<file path="src/rtl/mdu_div.sv">
// Multi-cycle 32-bit radix-2 restoring divider (DIV when SIGNED=1, DIVU when SIGNED=0).
// Accepts operands on a valid/ready handshake and returns {remainder, quotient} 34 cycles later.
module mdu_div #(
  parameter bit SIGNED = 1'b1
) (
  input  logic        clk,
  input  logic        rst,
  input  logic        div_valid_i,
  input  logic [31:0] div_opr1_i,
  input  logic [31:0] div_opr2_i,
  input  logic        div_flush_i,
  output logic        div_rdy_o,
  output logic [63:0] div_data_o,
  output logic        div_ansok_o
);

  typedef enum logic [1:0] {IDLE, CALC, FIX, DONE} state_t;

  state_t      state, state_nxt;
  logic [5:0]  cnt;
  logic [63:0] rq;
  logic [31:0] dmag;
  logic [31:0] opr1_q;
  logic        qsign, rsign, dz;

  logic        accept;
  logic [31:0] mag1, mag2;
  logic [33:0] trial;
  logic [63:0] step;
  logic [31:0] quo_fix, rem_fix;
  logic [63:0] result;

  // NOTE: every signal assigned in always_comb gets a default first so no latch is inferred.
  always_comb begin
    state_nxt   = state;
    accept      = 1'b0;
    div_rdy_o   = 1'b0;
    div_ansok_o = 1'b0;
    case (state)
      IDLE: begin
        div_rdy_o = 1'b1;
        accept    = div_valid_i;
        if (div_valid_i) state_nxt = CALC;
      end
      CALC: if (cnt == 6'd31) state_nxt = FIX;
      FIX:  state_nxt = DONE;
      DONE: begin
        div_rdy_o   = 1'b1;
        div_ansok_o = 1'b1;
        accept      = div_valid_i;
        state_nxt   = div_valid_i ? CALC : IDLE;
      end
      default: state_nxt = IDLE;
    endcase
    // Flush wins over a new start and over completion.
    if (div_flush_i) begin
      state_nxt = IDLE;
      accept    = 1'b0;
    end
  end

  always_comb begin
    mag1 = (SIGNED && div_opr1_i[31]) ? (~div_opr1_i + 32'd1) : div_opr1_i;
    mag2 = (SIGNED && div_opr2_i[31]) ? (~div_opr2_i + 32'd1) : div_opr2_i;

    // Upper 33 bits of the shifted register minus the divisor; bit 33 is the borrow.
    trial = {1'b0, rq[63:31]} - {2'b00, dmag};
    step  = trial[33] ? {rq[62:0], 1'b0} : {trial[31:0], rq[30:0], 1'b1};

    quo_fix = qsign ? (~rq[31:0] + 32'd1) : rq[31:0];
    rem_fix = rsign ? (~rq[63:32] + 32'd1) : rq[63:32];
    result  = dz ? {opr1_q, 32'hFFFF_FFFF} : {rem_fix, quo_fix};
  end

  // NOTE: sequential state uses non-blocking assignments so every flop samples pre-edge values.
  always_ff @(posedge clk) begin
    if (rst) begin
      state      <= IDLE;
      cnt        <= 6'd0;
      div_data_o <= 64'h0;
    end else begin
      state <= state_nxt;
      if (accept)              cnt <= 6'd0;
      else if (state == CALC)  cnt <= cnt + 6'd1;
      if (state == FIX && !div_flush_i) div_data_o <= result;
    end
  end

  // NOTE: pure datapath registers carry no reset; they are always loaded on accept before use.
  always_ff @(posedge clk) begin
    if (accept) begin
      rq     <= {32'h0, mag1};
      dmag   <= mag2;
      opr1_q <= div_opr1_i;
      qsign  <= SIGNED && (div_opr1_i[31] ^ div_opr2_i[31]);
      rsign  <= SIGNED && div_opr1_i[31];
      dz     <= (div_opr2_i == 32'h0);
    end else if (state == CALC) begin
      rq <= step;
    end
  end

endmodule

</file>
<file path="config.mk">
export PLATFORM = sky130hd
export DESIGN_NAME = mdu_div
export DESIGN_NICKNAME = d
export VERILOG_FILES = /design/src/rtl/mdu_div.sv
export SDC_FILE = /design/constraint.sdc
export NUM_CORES = 1
export LEC_CHECK = 0
export ABC_AREA = 1
export BUFFER_PORTS_ARGS = -buffer_cell sky130_fd_sc_hd__buf_2
export CAP_MARGIN = 40
export CORE_ASPECT_RATIO = 1.5
export CORE_MARGIN = 3
export CORE_UTILIZATION = 45
export CTS_CLUSTER_SIZE = 14
export DETAILED_ROUTE_END_ITERATION = 10
export MAX_ROUTING_LAYER = met4
export SYNTH_ARGS = -nofsm -noshare
export SYNTH_HDL_FRONTEND = slang
export SYNTH_SLANG_ARGS = --single-unit
</file>
<file path="constraint.sdc">
create_clock -name clk -period 4.25 [get_ports clk]
set_input_delay 0.6375 -clock clk [delete_from_list [all_inputs] [get_ports clk]]
set_output_delay 0.6375 -clock clk [all_outputs]
set_load 0.01 [all_outputs]
</file>
* Yosys cells after proc, flatten, opt, wreduce, memory -nomap -nowiden
Cells that the tools add are included.
** Word-level totals
- Bits in registers :: 203
- Bits of input ports :: 68
- Output and inout port bits :: 66
- Logic and storage cells :: 53
** Cells by class
- Add/sub/neg operators :: 6
- Equality and inequality tests :: 6
- Multiplexer cells :: 16
- Bitwise gates (word level) :: 5
- Reductions and logical operators :: 9
** Operators by type and width (number)
- $mux W32 :: 5
- $add A32 B1 Y32 const B :: 4
- $mux W64 :: 2
- $not A32 Y32 :: 4
- $sub A33 B32 Y34 :: 1
- $logic_not A32 Y1 :: 1
- $mux W31 :: 1
- $pmux W2 S4 :: 1
- $add A6 B1 Y6 const B :: 1
- $eq A6 B5 Y1 const B :: 1
- $reduce_or A2 Y1 :: 3
- $mux W1 :: 5
- $eq A2 B2 Y1 const B :: 2
- $mux W2 :: 2
- $ne A2 B2 Y1 const B :: 2
- $eq A2 B1 Y1 const B :: 1
- $logic_not A2 Y1 :: 1
- $reduce_and A2 Y1 :: 1
- $reduce_bool A2 Y1 :: 1
- $logic_and A1 B1 Y1 :: 1
- $logic_not A1 Y1 :: 1
- $xor A1 B1 Y1 :: 1

* Depth between registers and ports, before layout
Gate-level depths: netlist (run 1).
- Word-level depth :: 5
- Gate-level depth with buffers :: 17
- Gate-level depth less buffers :: 16

* Worst setup path after synthesis (run 1)
OpenSTA, ideal clock, no wires.
- Kind :: register to register
- From :: register state[0]
- To :: register rq[28] (data pin)
- Library setup time :: 0.146 ns
- Arrival :: 3.590 ns
- Required time :: 4.104 ns
- Setup slack :: 0.514 ns
- Cell stages (with the launch flop) :: 7
- Path buffers :: 1
- Period minus slack after synthesis :: 3.736 ns
- Cell sequence :: dfxtp_1 inv_1 ha_1 nor3_4 clkbuf_1 o21ai_0 nand2_1
** On the way
- Cells in the longest elaborated chain, start to end :: 5
- Elaborated cells between the ends (all ways) :: 6
- Those cells by class :: eq/ne (1); mux (3); reduce/logical (2)
** RTL lines
- from (decl) :: line 19 : state_t state, state_nxt;
- from (signal assigned) :: line 82 : state <= state_nxt;
- $eq A2 B2 Y1 or $logic_not A2 Y1 (tied branches) :: line 39 : case (state)
- $reduce_or A2 Y1 (no source line) *
- $mux W1 * :: line 39
- $mux W1 * :: line 56 : if (div_flush_i) begin
- via accept :: line 26 : logic accept;
- $mux W32 * :: line 91 : if (accept) begin
- to (signal assigned) :: line 92 : rq <= {32'h0, mag1};
- to (signal assigned) :: line 99 : rq <= step;
- to (decl) :: line 21 : logic [63:0] rq;
Mark *: on every way through the listed nets, which the timed path passes. The rest lies on a longest branch.
A chain may end at the register's enable or synchronous reset.

* Worst setup path in the final report (run 1)
- From :: register state[0]
- To :: register rq[1] (data pin)
** On the way
- Cells in the longest elaborated chain, start to end :: 5
- Elaborated cells between the ends (all ways) :: 6
- Those cells by class :: eq/ne (1); mux (3); reduce/logical (2)
** RTL lines (line)
- $eq A2 B2 Y1 or $logic_not A2 Y1 (tied branches) :: 39
- $reduce_or A2 Y1 (no source line) *
- $mux W1 * :: 39
- $mux W1 * :: 56
- $mux W32 * :: 91
Every way passes the cells marked *; elsewhere a longest branch is shown, timed or not.

==> results.md, run 1 <==
* Status: completed
* Die Height at 221.9 µm
* Hold_buf cts at 0
* Core ar. at 0.03045 mm²
* Syn_nets at 2,188
* WL met3 at 1.667 mm
* Dpl ws at 1.503 ns
* DR pass1 iterations at 7
* Gr usage total at 0.2941
* Clk slew on worst S/H paths at 0.06 ns
* Highest metal used: met4
* Pwr dens at 332.1 mW/mm²
* Max_cap viols at 0
* Full die area at 0.03327 mm²
* Post-synth top area share at 0.2104
* Hold Crit Class: primary input to register
* Antenna-violating nets left at 0
* Gp weighted congestion at 0.9608
* Worst path arrival time at 3.00 ns
* Via density at 5.256
* H-tree Lvls at 1
* Yosys warns at 0
* Area leader, netlist: edfxtp_1
* Initial antenna violation count at 0
* CTS Buf Count at 22
* CP dominant cell by count: buf_4
* Root Buffer: clkbuf_16
* Final hold violation count at 0
* Worst slew pin tran at 0.8448 ns
* Endpoints failing setup at 0
* CTS tree: built
* Rows at 78
* Final wirelength at 47.93 mm
* M1 wire length at 17.24 mm
* Crit end category: register
* I/O pin count at 134
* Mean post-synth cell area at 6.733 µm²
* Most used DFF post-synth: dfxtp_1
* Critical-path maximum fanout at 54
* RSZ-0062 raised after global routing: false
* Tmin final at 2.751 ns
* Slew HR at 0.4362
* First-pass GRT wire length at 73.64 mm
* Hold path cells at 1
* Vias in the first global route at 13,360
* Post-synth top cells: 606 x nand2_1, 302 x inv_1, 215 x nor2_1
* IO Port Bufs at 133
* Fin crit share at 0.6473
* Worst reg-to-reg path cell count at 6
* Nets at 2,296
* Number of diodes at 0
* Post-synthesis cell area at 0.01398 mm²
* Vias at 13,670
* Synthesis-stage register bit count at 202
* Worst skew pair latency at 0.51 ns
* Clock buffer depth at 3
* Routed wl met2 at 25.29 mm
* Count leader, synth: nand2_1
* Slowest CP cell: buf_4
* Max IR drop VDD at 0.0002881 V
* Post-CTS Resized at 0
* Hpwl dp at 38.56 mm
* Iter 0 DRT Violations at 957
* Initial Utilization at 0.4593
* Area contributors post-synth: edfxtp_1 21%, nand2_1 16%, dfxtp_1 15%, inv_1 8.1%, nand3_1 6.8%
* Layout area overhead at 12.65%
* Slew Viols, Final at 0
* Grt ovf at 0
* Worst Skew at 0.009487 ns
* Setup TNS at 0 ns
* Critical path's largest stage delay at 0.60 ns
* Fraction of registers with async set/reset at 0
* EDFF count, synth at 98
* Gate Count Post-Synth at 2,077
* Post-route DRC at 0
* Ratio of cells with drive above 1 in the final layout at 0.1081
* Startpoint Class: register
* Sequential area share after synthesis at 0.3593
* Hold_ws at 0.3471 ns
* Maximum number of pins on one net before global-route repair at 57
* Critical Path RT at 4.50 ns
* Die X at 149.9 µm
* Post-CTS setup buffer count at 0
* Leakage power at 7.880 nW
* Critical-path cell list: inv_1 > ha_1 > nor3_4 > buf_4 > buf_4 > o21ai_0
* Worst setup margin at 1.499 ns
* Post-DR wirelength/cell at 18.43 µm
* Peak Freq at 0.3635 GHz
* CP Class: register to register
* Clock sink count at 202
* Synth cell types at 51
==> path summary, 6_finish.rpt <==
check / from / end / slack, ns
min: div_opr1_i[1] / opr1_q[1] / 0.35
max: state[0] / rq[1] / 1.50
min reg2reg: div_data_o[35] / div_data_o[35] / 0.47
max reg2reg: state[0] / rq[1] / 1.50
==> per-stage QoR <==
step / power, mW / cells / area (µm²) / util
6_report: 5.231 / 2601 / 15750 / 0.5174
5_1_grt: 5.441 / 2601 / 15750 / 0.5174
4_1_cts: 5.260 / 2601 / 15750 / 0.5174
3_5_place_dp: 3.178 / 2561 / 14960 / 0.4912
3_3_place_gp: 3.170 / 2561 / 14960 / 0.4912
2_1_floorplan: 2.831 / 2077 / 13980 / -
==> placed cells by master (no fill, tap or decap), types with 15 or more instances in the layout <==
| master | Yosys | final |
|---|---|---|
| nand2_1 | 606 | 606 |
| inv_1 | 302 | 301 |
| nor2_1 | 215 | 214 |
| nand3_1 | 191 | 191 |
| buf_2 | 9 | 133 |
| o21ai_0 | 108 | 108 |
| dfxtp_1 | 104 | 104 |
| edfxtp_1 | 98 | 98 |
| a21oi_1 | 73 | 73 |
| xor2_1 | 52 | 52 |
| ha_1 | 42 | 42 |
| nand4_1 | 36 | 36 |
| nor3_1 | 28 | 28 |
| xnor2_1 | 26 | 26 |
| clkbuf_16 | 0 | 25 |
| a31oi_1 | 16 | 16 |
| o21ai_1 | 15 | 15 |
==> flip-flops by register name, summed over array words and instances, names as in the netlist <==
register and flops:
div_data_o 64, dz 1, rq 64, qsign 1
opr1_q 32, cnt 6, dmag 32, state 2
==> worst max-delay path: cells and delay by family, from the launching register on <==
kind                       cells  cell delay [ns]
buffers and inverters          3             1.24
DFF                            1             0.40
adders and majority gates      1             0.38
and+or+nand+nor                1             0.29
AOI/OAI and AO/OA              1             0.14
==> report_power, final <==
group          total, mW  switching [mW]  internal (mW)
sequential          2.26          0.0875           2.17
clock               2.09           0.800           1.29
combinational      0.888           0.619          0.270
total               5.23            1.51           3.72
==> routing by layer <==
| metal | vias to the layer above | global-route usage |
|---|---|---|
| li1 | 6904 | - |
| met1 | 6230 | 0.2981 |
| met2 | 378 | 0.5342 |
| met3 | 159 | 0.02393 |
| met4 | 0 | 0.1876 |
| met5 | - | - |
==> logic make-up (layout without fill, tap and decap cells) <==
| kind of cell | count (synthesis) | after routing | synth area share |
|---|---|---|---|
| AND/OR/NAND/NOR | 1136 | 1136 | 0.3510 |
| buffers and inverters | 373 | 497 | 0.1055 |
| AO/OA/AOI/OAI | 245 | 245 | 0.09636 |
| flip-flops | 202 | 202 | 0.3593 |
| XOR/XNOR | 78 | 78 | 0.04885 |
| adder cells (fa/ha/maj) | 43 | 43 | 0.03901 |
==> final cells by class <==
class	instances	area (µm²)
well taps	400	500.5
fillers	3155	14700
repair buffers	146	775.7
inverters	311	1167
clock inverters	11	133.9
clock buffers	29	664.4
flip-flops and latches	202	5025
multi-input cells	1502	7487
(Power assumes the default switching activity.)
==> run 2: changes to the inputs <==
==> constraint.sdc (replaced) <==
create_clock -name clk -period 2.6 [get_ports clk]
set_input_delay 0.39 -clock clk [delete_from_list [all_inputs] [get_ports clk]]
set_output_delay 0.39 -clock clk [all_outputs]
set_load 0.01 [all_outputs]
==> run 2 against run 1 <==
  * Clock power grew 50%
  * Fmax grew 16%
  * Non-clock buffer count is 28 higher
  * Largest cell class unchanged
  * Sequential share of layout area fell by 0.34 points
  * Clock skew grew 0.011 ns
  * First-iteration DRC count down 2.1%
==> results.md, run 2 (synthesis results as in run 1) <==
* M3 GR Usage at 0.02311 (was 0.02393)
* Crit end category: register (unchanged)
* Dpl ws at 0.2423 ns (was 1.503 ns)
* Tmin final at 2.370 ns (was 2.751 ns)
* Vias at 13,840 (was 13,670)
* Critical path's largest stage delay at 0.37 ns (was 0.60 ns)
* Nets at 2,323 (was 2,296)
* Ratio of cells with drive above 1 in the final layout at 0.1181 (was 0.1081)
* Maximum number of pins on one net before global-route repair at 48 (was 57)
* Slew Viols, Final at 0 (unchanged)
* H-tree Lvls at 1 (unchanged)
* Clk slew on worst S/H paths at 0.06 ns (about the same)
* Hold_buf cts at 0 (unchanged)
* Max IR drop VDD at 0.0006684 V (was 0.0002881 V)
* Pwr dens at 523.6 mW/mm² (was 332.1 mW/mm²)
* Vias in the first global route at 13,490 (was 13,360)
* Core ar. at 0.03045 mm² (unchanged)
* Layout Cells excl Fill at 2,627 (was 2,601)
* Most Crowded Layer GR: met2 (unchanged)
* Full die area at 0.03327 mm² (unchanged)
* CP dominant cell by count: nand2_1 (was buf_4)
* Initial Utilization at 0.4593 (unchanged)
* Family with the most delay on the worst path: simple AND/OR/NAND/NOR gates (was buffers and inverters)
* Clock buffer depth at 3 (unchanged)
* Worst skew pair latency at 0.53 ns (was 0.51 ns)
* Leakage power at 7.971 nW (was 7.880 nW)
* RSZ-0062 raised after global routing: false (unchanged)
* Final Power at 8.336 mW (was 5.231 mW)
* Number of buffers and inverters on the critical path at 5 (was 3)
* Gp weighted congestion at 0.9595 (was 0.9608)
* Max_cap viols at 0 (unchanged)
* Setup TNS at 0 ns (unchanged)
* Fill cells at 3,186 (was 3,155)
* Met2 usage at 0.5333 (was 0.5342)
* Clock sink count at 202 (unchanged)
* Met1 usage at 0.3066 (was 0.2981)
* First-pass GRT wire length at 74.38 mm (was 73.64 mm)
* Post-Route Utilization at 0.5229 (was 0.5174)
* CTS tree: built (unchanged)
* Endpoints failing setup at 0 (unchanged)
* Die Height at 221.9 µm (unchanged)
* Startpoint Class: register (unchanged)
* Antenna-violating nets left at 0 (unchanged)
* Die X at 149.9 µm (unchanged)
* Initial antenna violation count at 1 (was 0)
* Worst slew pin tran at 0.6654 ns (was 0.8448 ns)
* Post-route DRC at 0 (unchanged)
* Slew HR at 0.5564 (was 0.4362)
* Regs by FF count: div_data_o x64, rq x64 (unchanged)
* Peak Freq at 0.4220 GHz (was 0.3635 GHz)
* Rows at 78 (unchanged)
* Final hold violation count at 0 (unchanged)
* Gr usage total at 0.2977 (was 0.2941)
* CP Class: register to register (unchanged)
* Critical-path cell list: inv_1 > ha_1 > nand2_2 > inv_1 > nand2_1 > nand2_1 > inv_1 > nand3_2 > nand2_2 > nand2_4 > nand2_8 > buf_12 > nand3_1 > nand2_1 > inv_1 > nand2_1 > nand2_1 (was inv_1 > ha_1 > nor3_4 > buf_4 > buf_4 > o21ai_0)
* Layout area overhead at 13.85% (was 12.65%)
* Worst setup margin at 0.2302 ns (was 1.499 ns)
* DR pass1 iterations at 6 (was 7)
* Placed Area at 0.01523 mm² (was 0.01496 mm²)
* Placed Cells at 2,589 (was 2,561)
* Grt ovf at 0 (unchanged)
* Via density at 5.269 (was 5.256)
* Design area at 0.01592 mm² (was 0.01575 mm²)
* Hold Crit Class: primary input to register (unchanged)
* I/O pin count at 134 (unchanged)
* Critical Path RT at 3.01 ns (was 4.50 ns)
* Most frequent cells in the layout: 606 x nand2_1, 300 x inv_1, 214 x nor2_1 (was 606 x nand2_1, 301 x inv_1, 214 x nor2_1)
* Iter 0 DRT Violations at 937 (was 957)
* Worst Skew at 0.02035 ns (was 0.009487 ns)
* IO Port Bufs at 133 (unchanged)
* Status: completed (unchanged)
* Commonest non-fill, non-tap cell in the layout: nand2_1 (unchanged)
* Fin crit share at 0.9115 (was 0.6473)
* Final wirelength at 48.73 mm (was 47.93 mm)
* Hold_ws at 0.07404 ns (was 0.3471 ns)
* Critical-path maximum fanout at 33 (was 54)
* Post-DR wirelength/cell at 18.55 µm (was 18.43 µm)
* Worst path arrival time at 2.78 ns (was 3.00 ns)
* Hpwl dp at 39.46 mm (was 38.56 mm)
* Slowest CP cell: edfxtp_1 (was buf_4)
* Root Buffer: clkbuf_16 (unchanged)
* CTS Buf Count at 21 (was 22)
==> run 2: final timing paths <==
check | from | end | slack (ns) | cells after the start
worst max-delay path | dmag[8] | rq[63] | 0.23 | 17
worst max register to register | dmag[8] | rq[63] | 0.23 | 17
worst min-delay path | div_opr2_i[0] | dmag[0] | 0.07 | 1
worst min register to register | div_data_o[42] | div_data_o[42] | 0.46 | 2
==> run 2: layout make-up <==
class / count / area [µm²] / share of cell area
multi-input combinational: 1502 / 7487 / 0.4703
sequential: 202 / 5025 / 0.3156
inverter: 311 / 1167 / 0.07332
timing repair buffer: 174 / 1049 / 0.06585
clock buffer: 24 / 536.8 / 0.03371
tap: 400 / 500.5 / 0.03143
clock inverter: 13 / 153.9 / 0.009666
antenna: 1 / 2.502 / 0.0001572
==> run 2: repair_timing <==
item	in CTS	in global routing
gates resized for setup	0	1
setup buffers	0	0
endpoints found under the setup margin	0	1
endpoints found under the hold margin	0	0
==> run 2: power breakdown <==
| part | total (mW) | internal (mW) | switching, mW |
|---|---|---|---|
| clock network | 3.13 | 1.79 | 1.33 |
| registers | 3.68 | 3.54 | 0.138 |
| logic | 1.53 | 0.488 | 1.04 |
==> run 2: layer usage <==
metal | share of wire | wire [µm]
met3 | 0.039 | 1916
met1 | 0.36 | 17510
met5 | 0 | 0
met2 | 0.52 | 25430
met4 | 0.080 | 3877
==> run 3: changes to the inputs <==
--- a/config.mk
+++ b/config.mk
@@ -14,6 +14,7 @@
 export CTS_CLUSTER_SIZE = 14
 export DETAILED_ROUTE_END_ITERATION = 10
 export MAX_ROUTING_LAYER = met4
+export REMOVE_ABC_BUFFERS = 1
 export SYNTH_ARGS = -nofsm -noshare
 export SYNTH_HDL_FRONTEND = slang
 export SYNTH_SLANG_ARGS = --single-unit
==> constraint.sdc (replaced) <==
create_clock -name clk -period 2.43 [get_ports clk]
set_input_delay 0.3645 -clock clk [delete_from_list [all_inputs] [get_ports clk]]
set_output_delay 0.3645 -clock clk [all_outputs]
set_load 0.01 [all_outputs]
==> run 3 against run 2 <==
  * Total power rose by 6.4%
  * Register-to-register slack lost 0.08 ns
  * Global-route usage shrank 0.52 points
  * Via count is essentially flat
  * Worst setup slack worse by 0.075 ns
  * Final cell count grew 1.1%
  * Non-clock buffer count is 25 higher
  * Critical endpoint is now rq[59]
==> results.md, run 3 (synthesis results as in run 1) <==
* Crit end category: register (unchanged)
* Worst skew pair latency at 0.53 ns (about the same)
* Die Height at 221.9 µm (unchanged)
* Full die area at 0.03327 mm² (unchanged)
* Grt ovf at 0 (unchanged)
* Fin crit share at 0.9362 (was 0.9115)
* Nets at 2,350 (was 2,323)
* Post-DR wirelength/cell at 17.96 µm (was 18.55 µm)
* Startpoint Class: register (unchanged)
* Iter 0 DRT Violations at 935 (was 937)
* Final hold violation count at 0 (unchanged)
* Antenna-violating nets left at 0 (unchanged)
* Worst path arrival time at 2.69 ns (was 2.78 ns)
* Worst Skew at 0.01261 ns (was 0.02035 ns)
* I/O pin count at 134 (unchanged)
* Critical-path maximum fanout at 5 (was 33)
* Hold path cells at 1 (unchanged)
* Vias at 13,840 (about the same)
* Post-route DRC at 0 (unchanged)
* DR pass1 iterations at 5 (was 6)
* Hold Crit Class: primary input to register (unchanged)
* Clk slew on worst S/H paths at 0.06 ns (about the same)
* Status: completed (unchanged)
* Number of diodes at 0 (was 1)
* Leakage power at 8.083 nW (was 7.971 nW)
* RSZ-0062 raised after global routing: false (unchanged)
* Rows at 78 (unchanged)
* Clock sink count at 202 (unchanged)
* Peak Freq at 0.4396 GHz (was 0.4220 GHz)
* Slew Viols, Final at 0 (unchanged)
* Slew HR at 0.5916 (was 0.5564)
* H-tree Lvls at 1 (unchanged)
* Via density at 5.211 (was 5.269)
* IO Port Bufs at 133 (unchanged)
* Max IR drop VDD at 0.0004522 V (was 0.0006684 V)
* Commonest non-fill, non-tap cell in the layout: nand2_1 (unchanged)
* Most frequent cells in the layout: 601 x nand2_1, 300 x inv_1, 212 x nor2_1 (was 606 x nand2_1, 300 x inv_1, 214 x nor2_1)
* CTS tree: built (unchanged)
* CP Class: register to register (unchanged)
* Regs by FF count: div_data_o x64, rq x64 (unchanged)
* Gr usage total at 0.2925 (was 0.2977)
* Vias in the first global route at 13,900 (was 13,490)
* Clock buffer depth at 3 (unchanged)
* Root Buffer: clkbuf_16 (unchanged)
* Worst slew pin tran at 0.6061 ns (was 0.6654 ns)
* Setup TNS at 0 ns (unchanged)
* Endpoints failing setup at 0 (unchanged)
* Final wirelength at 47.68 mm (was 48.73 mm)
* Pwr dens at 551.0 mW/mm² (was 523.6 mW/mm²)
* First-pass GRT wire length at 74.06 mm (was 74.38 mm)
* CTS Buf Count at 23 (was 21)
* Die X at 149.9 µm (unchanged)
* Max_cap viols at 0 (unchanged)
* Hold_buf cts at 0 (unchanged)
* Critical Path RT at 2.85 ns (was 3.01 ns)
* Final Power at 8.872 mW (was 8.336 mW)
* Core ar. at 0.03045 mm² (unchanged)
* Ratio of cells with drive above 1 in the final layout at 0.1326 (was 0.1181)
* Worst reg-to-reg path cell count at 11 (was 17)
* Gp weighted congestion at 1.023 (was 0.9595)
* Hpwl dp at 38.52 mm (was 39.46 mm)
* Maximum number of pins on one net before global-route repair at 58 (was 48)
* Initial Utilization at 0.4593 (unchanged)
* Layout area overhead at 15.13% (was 13.85%)
* Initial antenna violation count at 0 (was 1)
* Tmin final at 2.275 ns (was 2.370 ns)
run 3: cell count changes in the layout (fill, tap and decap cells not counted), sizes merged:
cell / change
diode: -1
clkbuf: +5
inv: +2
clkinvlp: +1
bufinv: -2
clkinv: -2
buf: +25
run 3: critical path, stage by stage, from the launching register on:
cell and delay [ns]:
edfxtp_1 0.34, inv_1 0.09, ha_1 0.40, nand2_2 0.12, nor2_1 0.19, and2_1 0.29
and2_1 0.17, nand2_1 0.17, nand3_1 0.15, nand3_1 0.12, nand2_1 0.10, nand2_1 0.04
run 3: layout make-up:
type / count / area [µm²]
timing repair buffer: 199 / 1194
clock inverter: 12 / 101.3
sequential: 202 / 5025
tap: 400 / 500.5
multi-input combinational: 1502 / 7515
fill: 3159 / 14350
clock buffer: 29 / 598.1
inverter: 311 / 1167
run 3: per-layer routing:
| metal | up-vias | wire length (µm) | GRT usage |
|---|---|---|---|
| met4 | 0 | 4042 | 0.2015 |
| met5 | - | 0 | - |
| met1 | 6312 | 17510 | 0.2951 |
| li1 | 6998 | - | - |
| met3 | 153 | 1885 | 0.03701 |
| met2 | 373 | 24240 | 0.5162 |
run 3: worst paths after layout:
check,slack (ns),end,from
setup reg to reg,0.15,rq[59],dmag[25]
setup / recovery,0.15,rq[59],dmag[25]
hold / removal,0.03,dmag[0],div_opr2_i[0]
hold reg to reg,0.46,div_data_o[42],div_data_o[42]
run 3: through the flow:
stage | setup WS [ns] | instances | hold WS [ns] | utilization | instance area [µm²]
4_1_cts | 0.01386 | 2653 | 0.01414 | 0.5274 | 16060
3_5_place_dp | -0.01853 | 2612 | 0.4559 | 0.5044 | 15360
5_1_grt | 0.01215 | 2655 | 0.02216 | 0.5288 | 16100
2_1_floorplan | -2.740 | 2015 | 0.4336 | - | 13680
3_3_place_gp | -0.07063 | 2610 | 0.4515 | 0.5041 | 15350
6_report | 0.1550 | 2655 | 0.03058 | 0.5288 | 16100
run 3: repair_timing:
action,in CTS,in global routing
gates resized for setup,1,10
setup buffers,0,2
gates cloned,0,0
pin swaps,0,1
setup endpoints to repair,1,11
run 3: power breakdown:
part	total (mW)	switching [mW]	internal [mW]
Sequential	3.92	0.124	3.79
Clock	3.36	1.50	1.86
Combinational	1.60	1.08	0.516
Total	8.87	2.70	6.17
